===== src/rtl/wb_manager_interface.sv =====
// Wishbone B4 pipelined manager: one command in, one single-beat bus transaction, one response out.
// A per-transaction cycle budget aborts transfers to absent or hung subordinates.
module wb_manager_interface #(
  parameter int WB_ADDRESS_WIDTH    = 32,
  parameter int WB_DATA_WIDTH       = 32,
  parameter int WB_DATA_GRANULARITY = 8,
  parameter int WB_SEL_WIDTH        = WB_DATA_WIDTH / WB_DATA_GRANULARITY,
  parameter int TIMEOUT_CYCLES      = 256
) (
  input  logic                        i_wb_clk,
  input  logic                        i_wb_rst_n,
  input  logic                        i_cmd_valid,
  output logic                        o_cmd_ready,
  input  logic                        i_cmd_we,
  input  logic [WB_ADDRESS_WIDTH-1:0] i_cmd_addr,
  input  logic [WB_DATA_WIDTH-1:0]    i_cmd_wdata,
  input  logic [WB_SEL_WIDTH-1:0]     i_cmd_sel,
  output logic                        o_rsp_valid,
  input  logic                        i_rsp_ready,
  output logic [WB_DATA_WIDTH-1:0]    o_rsp_rdata,
  output logic                        o_rsp_err,
  output logic                        o_rsp_timeout,
  output logic                        o_wb_cyc,
  output logic                        o_wb_stb,
  output logic                        o_wb_we,
  output logic [WB_ADDRESS_WIDTH-1:0] o_wb_addr,
  output logic [WB_DATA_WIDTH-1:0]    o_wb_dat,
  output logic [WB_SEL_WIDTH-1:0]     o_wb_sel,
  input  logic [WB_DATA_WIDTH-1:0]    i_wb_dat,
  input  logic                        i_wb_stall,
  input  logic                        i_wb_ack,
  input  logic                        i_wb_err,
  output logic [1:0]                  o_dbg_state
);

  localparam int CNT_W = $clog2(TIMEOUT_CYCLES);
  localparam logic [CNT_W-1:0] CNT_LAST = CNT_W'(TIMEOUT_CYCLES - 1);

  typedef enum logic [1:0] {
    ST_IDLE = 2'd0,
    ST_REQ  = 2'd1,
    ST_WAIT = 2'd2,
    ST_RESP = 2'd3
  } state_t;

  state_t                   state_q, state_d;
  logic [CNT_W-1:0]         cnt_q, cnt_d;
  logic                     cmd_ready_d, cyc_d, stb_d;
  logic                     rsp_valid_d, rsp_err_d, rsp_timeout_d;
  logic [WB_DATA_WIDTH-1:0] rsp_rdata_d;
  logic                     accept;
  logic                     bus_done;

  // Both streams transfer on a clock edge where valid and ready are both high; valid, once raised,
  // holds its payload stable until that edge, and ready never depends combinationally on valid.
  assign accept      = i_cmd_valid & o_cmd_ready;
  assign bus_done    = i_wb_ack | i_wb_err;
  assign o_dbg_state = state_q;

  always_comb begin
    state_d       = state_q;
    cnt_d         = cnt_q;
    cmd_ready_d   = o_cmd_ready;
    cyc_d         = o_wb_cyc;
    stb_d         = o_wb_stb;
    rsp_valid_d   = o_rsp_valid;
    rsp_err_d     = o_rsp_err;
    rsp_timeout_d = o_rsp_timeout;
    rsp_rdata_d   = o_rsp_rdata;
    case (state_q)
      ST_IDLE: begin
        if (accept) begin
          state_d     = ST_REQ;
          cnt_d       = '0;
          cmd_ready_d = 1'b0;
          cyc_d       = 1'b1;
          stb_d       = 1'b1;
        end
      end
      ST_REQ, ST_WAIT: begin
        // A termination only counts once the strobe has been taken (not stalled).
        if (bus_done && (state_q == ST_WAIT || !i_wb_stall)) begin
          state_d     = ST_RESP;
          cyc_d       = 1'b0;
          stb_d       = 1'b0;
          rsp_valid_d = 1'b1;
          rsp_err_d   = i_wb_err;
          rsp_rdata_d = (i_wb_err || o_wb_we) ? '0 : i_wb_dat;
        end else if (cnt_q == CNT_LAST) begin
          state_d       = ST_RESP;
          cyc_d         = 1'b0;
          stb_d         = 1'b0;
          rsp_valid_d   = 1'b1;
          rsp_timeout_d = 1'b1;
          rsp_rdata_d   = '0;
        end else begin
          cnt_d = cnt_q + CNT_W'(1);
          if (state_q == ST_REQ && !i_wb_stall) begin
            state_d = ST_WAIT;
            stb_d   = 1'b0;
          end
        end
      end
      ST_RESP: begin
        if (i_rsp_ready) begin
          state_d       = ST_IDLE;
          cmd_ready_d   = 1'b1;
          rsp_valid_d   = 1'b0;
          rsp_err_d     = 1'b0;
          rsp_timeout_d = 1'b0;
          rsp_rdata_d   = '0;
        end
      end
      default: state_d = ST_IDLE;
    endcase
  end

  always_ff @(posedge i_wb_clk or negedge i_wb_rst_n) begin
    if (!i_wb_rst_n) begin
      state_q       <= ST_IDLE;
      cnt_q         <= '0;
      o_cmd_ready   <= 1'b1;
      o_wb_cyc      <= 1'b0;
      o_wb_stb      <= 1'b0;
      o_rsp_valid   <= 1'b0;
      o_rsp_err     <= 1'b0;
      o_rsp_timeout <= 1'b0;
      o_rsp_rdata   <= '0;
    end else begin
      state_q       <= state_d;
      cnt_q         <= cnt_d;
      o_cmd_ready   <= cmd_ready_d;
      o_wb_cyc      <= cyc_d;
      o_wb_stb      <= stb_d;
      o_rsp_valid   <= rsp_valid_d;
      o_rsp_err     <= rsp_err_d;
      o_rsp_timeout <= rsp_timeout_d;
      o_rsp_rdata   <= rsp_rdata_d;
    end
  end

  // Bus request fields load only on command accept, so they stay frozen through any stall.
  always_ff @(posedge i_wb_clk or negedge i_wb_rst_n) begin
    if (!i_wb_rst_n) begin
      o_wb_we   <= 1'b0;
      o_wb_addr <= '0;
      o_wb_dat  <= '0;
      o_wb_sel  <= '0;
    end else if (accept) begin
      o_wb_we   <= i_cmd_we;
      o_wb_addr <= i_cmd_addr;
      o_wb_dat  <= i_cmd_wdata;
      o_wb_sel  <= i_cmd_sel;
    end
  end

endmodule


===== config.mk =====
export PLATFORM = sky130hd
export DESIGN_NAME = wb_manager_interface
export DESIGN_NICKNAME = d
export VERILOG_FILES = /design/src/rtl/wb_manager_interface.sv
export SDC_FILE = /design/constraint.sdc
export NUM_CORES = 1
export LEC_CHECK = 0
export BUFFER_PORTS_ARGS = -buffer_cell sky130_fd_sc_hd__buf_2
export CORE_MARGIN = 5
export CORE_UTILIZATION = 47
export DETAILED_ROUTE_END_ITERATION = 16
export PLACE_DENSITY = 0.85
export SYNTH_ARGS = -nofsm -noshare
export SYNTH_HDL_FRONTEND = slang
export SYNTH_SLANG_ARGS = --single-unit
export TNS_END_PERCENT = 100

===== constraint.sdc =====
create_clock -name i_wb_clk -period 2.3 [get_ports i_wb_clk]
set_input_delay 0.23 -clock i_wb_clk [delete_from_list [all_inputs] [get_ports i_wb_clk]]
set_output_delay 0.23 -clock i_wb_clk [all_outputs]
set_load 0.005 [all_outputs]

# Yosys cells after proc, flatten, opt, wreduce, memory -nomap -nowiden
# Cells that the tools add are included.
# totals
in_bits	108
out_inout_bits	109
reg_bits	117
wordCells	80
# classes
n_reduce_logical	18
n_eq_ne	12
add_sub_neg	1
n_bitwise	2
mux	34
# ops
operator	count
$mux 32	4
$pmux 32 s2	1
$mux 8	3
$reduce_and 3->1	6
$pmux 8 s2	1
$mux 1	13
$ne 2x2->1 const B	6
$pmux 1 s2	6
$mux 2	5
$add 8x1->8 const B	1
$eq 8x8->1 const B	1
$reduce_and 4->1	2
$pmux 2 s3	1
$reduce_bool 2->1	3
$eq 2x2->1 const B	2
$ne 4x4->1 const B	1
$ne 3x3->1 const B	1
$eq 2x1->1 const B	1
$logic_and 1x1->1	2
$logic_not 2->1	1
$logic_or 1x1->1	2
$reduce_or 2->1	1
$and 1x1->1	1
$logic_not 1->1	1
$or 1x1->1	1

# Depth between registers and ports, before layout
# logic_depth
depth_word	6
depth_mapped	8
depth_no_buf	6

# Worst setup path after synthesis
# No wires, ideal clock.
# synth_path
kind	reg2reg
start	register cnt_q[0]
end	register o_rsp_rdata[10]
path_slack_ps	373
arrival_time_ps	1806
setup_time_ps	121
t_required_ps	2179
stages_incl_launch_ff	9
n_path_buf	3
period_less_slack_ps	1927
cell_sequence	dfrtp_1 > ha_1 > and3_1 > buf_6 > a22o_1 > buf_6 > o211a_4 > buf_6 > a22o_1
# synth_between
elab_chain_len	3
# synth_rtl
element	line_no	text
from (decl)	47	logic [CNT_W-1:0] cnt_q, cnt_d;
from (signal assigned)	131	cnt_q <= cnt_d;
$eq 8x8->1	89	end else if (cnt_q == CNT_LAST) begin
$ne 3x3->1 (no source line)	n/a	
$reduce_and 3->1 (no source line)	n/a	
to (signal assigned)	138	o_rsp_rdata <= rsp_rdata_d;
to (decl)	20	output logic [WB_DATA_WIDTH-1:0] o_rsp_rdata,
# No other way between the ends.
# A chain may end at the register's enable or synchronous reset.

# Worst setup path in the final report
# layout_path
start	register state_q[0] (netlist: o_dbg_state[0])
end	register o_rsp_rdata[8]
# layout_between
elab_chain_len	5
word_cells_on_any_way	12
classes_between	5 x eq/ne; 2 x mux; 5 x reduce/logical
# layout_rtl
element	line_no	text
from (decl)	46	state_t state_q, state_d;
from (signal assigned)	130	state_q <= state_d;
$eq 2x2->1	70, 82	
$logic_or 1x1->1	82	if (bus_done && (state_q == ST_WAIT || !i_wb_stall)) begin
$logic_and 1x1->1	82	
$ne 3x3->1 (no source line) / $mux 32 (equally long branches)	n/a	
$reduce_and 3->1 (no source line) / $pmux 32 s2 (equally long branches)	n/a	
# Parallel ways exist; a longest one is shown, timed or not.

==> summary.txt <==
Clk Latency, worst-skew pair -> 0.50 ns
final worst slack -> 0.113 ns
Setup TNS -> 0 ns
core area -> 0.00977 sq mm
antenna violations before repair -> 0
vias in the first global route -> 4,431
Min Clock Period, post-route -> 2.19 ns
first-pass GRT wire length -> 22,700 microns
CTS Sinks -> 117
CP Class -> register to register
Setup Skew -> 0.00891 ns
crit path max-delay cell type -> o21ai_2
fmax -> 0.457 GHz
CP max FO -> 16
crit path launch type -> register
Worst Path Required -> 2.74 ns
Pwr Density -> 1270 mW/mm^2
post-CTS setup buffer count -> 0
total grt overflow -> 0
Core Util, Final -> 77.4%
via count -> 4,172
Hold Crit Depth -> 4
iteration-0 DRC count of the detailed router -> 315
register area share after synthesis -> 62.0%
Placer Congestion -> 0.923
Die ar. -> 0.0122 sq mm
unrepaired setup endpoints after global routing -> no
Switching Share -> 34.8%
Clock transition at path regs -> 0.06 ns
WL met3 -> 1490 microns
fraction of registers with async set/reset -> 100%
Top FF cell, synth -> dfrtp_1
Crit path largest cell delay -> 0.68 ns
syn_nets -> 444
IO Count -> 217
worst-path cell chain -> inv_1, ha_1, nand2b_1, a22o_1, o21ai_2, a22o_1
Initial Util -> 48.3%
1st-pass router iterations -> 5
highest routed metal layer -> met4
max_cap viols -> 0
Tcrit/Tclk final -> 95.1%
total power -> 9.58 mW
clock buffer depth -> 2
gr usage total -> 24.8%
final setup vio count -> 0
H-tree depth -> 4
P_int -> 6.24 mW
Routed Wire Length -> 15,400 microns
arrival time worst endpoint -> 2.63 ns
Clk pwr share -> 25.9%
Diodes inserted -> 0
Gate Count Post-Synth -> 331
DR DRC count -> 0
Routed wire per std cell -> 19.1 microns
nets -> 773
worst min-delay path class -> primary input to register
WL met1 -> 5640 microns
Ys Warns -> 0
layout cell share with drive strength beyond 1 -> 49.9%
Synth Area per Inst -> 14.3 sq um
Slew Limit Headroom -> 46.2%
Worst Reg2Reg Path Length in Cells -> 6
Comb pwr share -> 37.6%
Final HPWL DP -> 8970 microns
IO Port Bufs -> 216
CTS tree -> built
num rows -> 36
Slew Limit Fails -> 0
CP Capture Type -> register
cell mode on critical path -> a22o_1
flops & latches, synth -> 117
Static Leak -> 3.79 nW
die height -> 110 microns
largest net degree at the start of global routing -> 66
Least-Margin Pin Slew -> 0.807 ns
root buffer cell -> clkbuf_8
Area Growth Syn to Fin -> 60.1%
Synth Cell Area -> 0.00472 sq mm
Die W -> 110 microns
Fin. Hold Viols -> 0
ANT nets after route -> 0
sw power -> 3.33 mW
met2 routed WL -> 7780 microns
peak supply drop -> 0.755 mV
status -> finished clean
Num CTS Buffers -> 17
Yosys cell types -> 44
sequential share of power -> 36.5%
Post-synth EDFFs -> 0
Vias/cell -> 5.18
pre-CTS WS -> -0.183 ns
[worst paths after layout]
path | startpoint | end | slack (ns)
worst max-delay path | o_dbg_state[0] | o_rsp_rdata[8] | 0.11
worst min-delay path | i_cmd_valid | o_cmd_ready | 0.10
worst max register to register | o_dbg_state[0] | o_rsp_rdata[8] | 0.11
worst min register to register | o_wb_addr[6] | o_wb_addr[6] | 0.50
max in group asynchronous | i_wb_rst_n | o_rsp_rdata[25] | 1.41
min in group asynchronous | i_wb_rst_n | o_wb_addr[28] | 0.19
[per-layer routing]
metal	vias up	track usage [%]
met5	-	0
met4	0	11.3
met3	44	8.50
met2	241	43.7
met1	2005	26.7
li1	1882	-
[sequential cells by signal, indices dropped and copies added (netlist names)]
name,flops
cnt_q,8
o_cmd_ready,1
o_dbg_state,2
o_rsp_err,1
o_rsp_rdata,32
o_rsp_timeout,1
o_rsp_valid,1
o_wb_addr,32
o_wb_cyc,1
o_wb_dat,32
o_wb_sel,4
o_wb_stb,1
o_wb_we,1
[logic make-up (layout without fill, tap and decap cells)]
| family | after synthesis | after routing | share of synthesized area, % |
|---|---|---|---|
| compound gates | 67 | 68 | 11.3 |
| flops | 117 | 117 | 62.0 |
| fa+ha+maj | 5 | 5 | 1.32 |
| buf+inv | 30 | 371 | 3.50 |
| xor+xnor | 1 | 1 | 0.185 |
| mux | 74 | 74 | 17.5 |
| simple gates | 37 | 37 | 4.13 |
[cells in the mapped netlist, types with 2 or more instances]
cell type,count,area (sq um)
a21oi_1,7,35.0
a22o_1,33,289
a22oi_1,2,15.0
a31oi_1,3,18.8
and3_1,2,12.5
and4_1,2,17.5
buf_1,5,18.8
buf_2,3,15.0
buf_4,3,22.5
buf_6,5,56.3
clkbuf_1,3,11.3
dfrtp_1,116,2900
ha_1,5,62.6
inv_1,11,41.3
mux2_2,70,788
mux2i_1,4,40.0
nand2_1,10,37.5
nand3_1,9,45.0
nand4_1,3,18.8
nor2_1,4,15.0
o211ai_1,2,15.0
o21ai_0,4,20.0
o221ai_1,2,17.5
o22ai_1,3,18.8
[power groups by stage]
stage,logic [mW],registers [mW],clock network [mW]
after floorplan,1.82,3.50,0
after global placement,3.17,3.42,0
after detailed placement,3.29,3.46,0
after CTS,3.46,3.45,2.52
after global routing,3.88,3.59,2.60
final,3.60,3.49,2.48
[through the flow]
step	cell area [sq um]	cells	hold WS [ns]
finish	7560	806	0.104
detailed placement	5950	670	0.157
floorplan	4720	331	-0.0656
CTS	7550	805	0.0810
global placement	5950	670	0.149
global route	7560	806	0.113
[placed cells by master, fill, tap and decap left out, drive strengths merged, types with 2 or more instances in the layout]
| master | netlist | layout |
|---|---|---|
| buf | 16 | 225 |
| dfrtp | 116 | 116 |
| dlygate4sd3 | 0 | 103 |
| mux2 | 70 | 70 |
| a22o | 33 | 33 |
| clkbuf | 3 | 19 |
| inv | 11 | 14 |
| nand2 | 10 | 10 |
| nand3 | 9 | 9 |
| a21oi | 7 | 7 |
| o21ai | 5 | 6 |
| clkinv | 0 | 6 |
| ha | 5 | 5 |
| nor2 | 4 | 4 |
| mux2i | 4 | 4 |
| o22ai | 3 | 3 |
| nand4 | 3 | 3 |
| a31oi | 3 | 3 |
| clkinvlp | 0 | 3 |
| and4 | 3 | 3 |
| and3 | 2 | 2 |
| a22oi | 2 | 2 |
| o221ai | 2 | 2 |
| o211ai | 2 | 2 |
[critical path: cells and delay by family, from the launching register on]
family | cells | cell delay [ns]
adders and majority gates | 1 | 0.22
and+or+nand+nor | 1 | 0.22
DFF | 1 | 0.35
buffers and inverters | 1 | 0.07
AOI/OAI and AO/OA | 3 | 1.26
[cell type report]
type / instances / area, sq um
clock buffer: 19 / 442
inverter: 11 / 41.3
fill: 536 / 2210
tap: 133 / 166
sequential: 117 / 2930
multi-input combinational: 185 / 1650
timing repair buffer: 328 / 2210
clock inverter: 13 / 124
[repair_timing]
item	in CTS	in global routing
gates cloned	0	1
hold endpoints to repair	125	0
gates resized for setup	1	1
hold buffers	103	0
pin swaps	0	1
endpoints found under the setup margin	32	1
(Power assumes the default switching activity.)
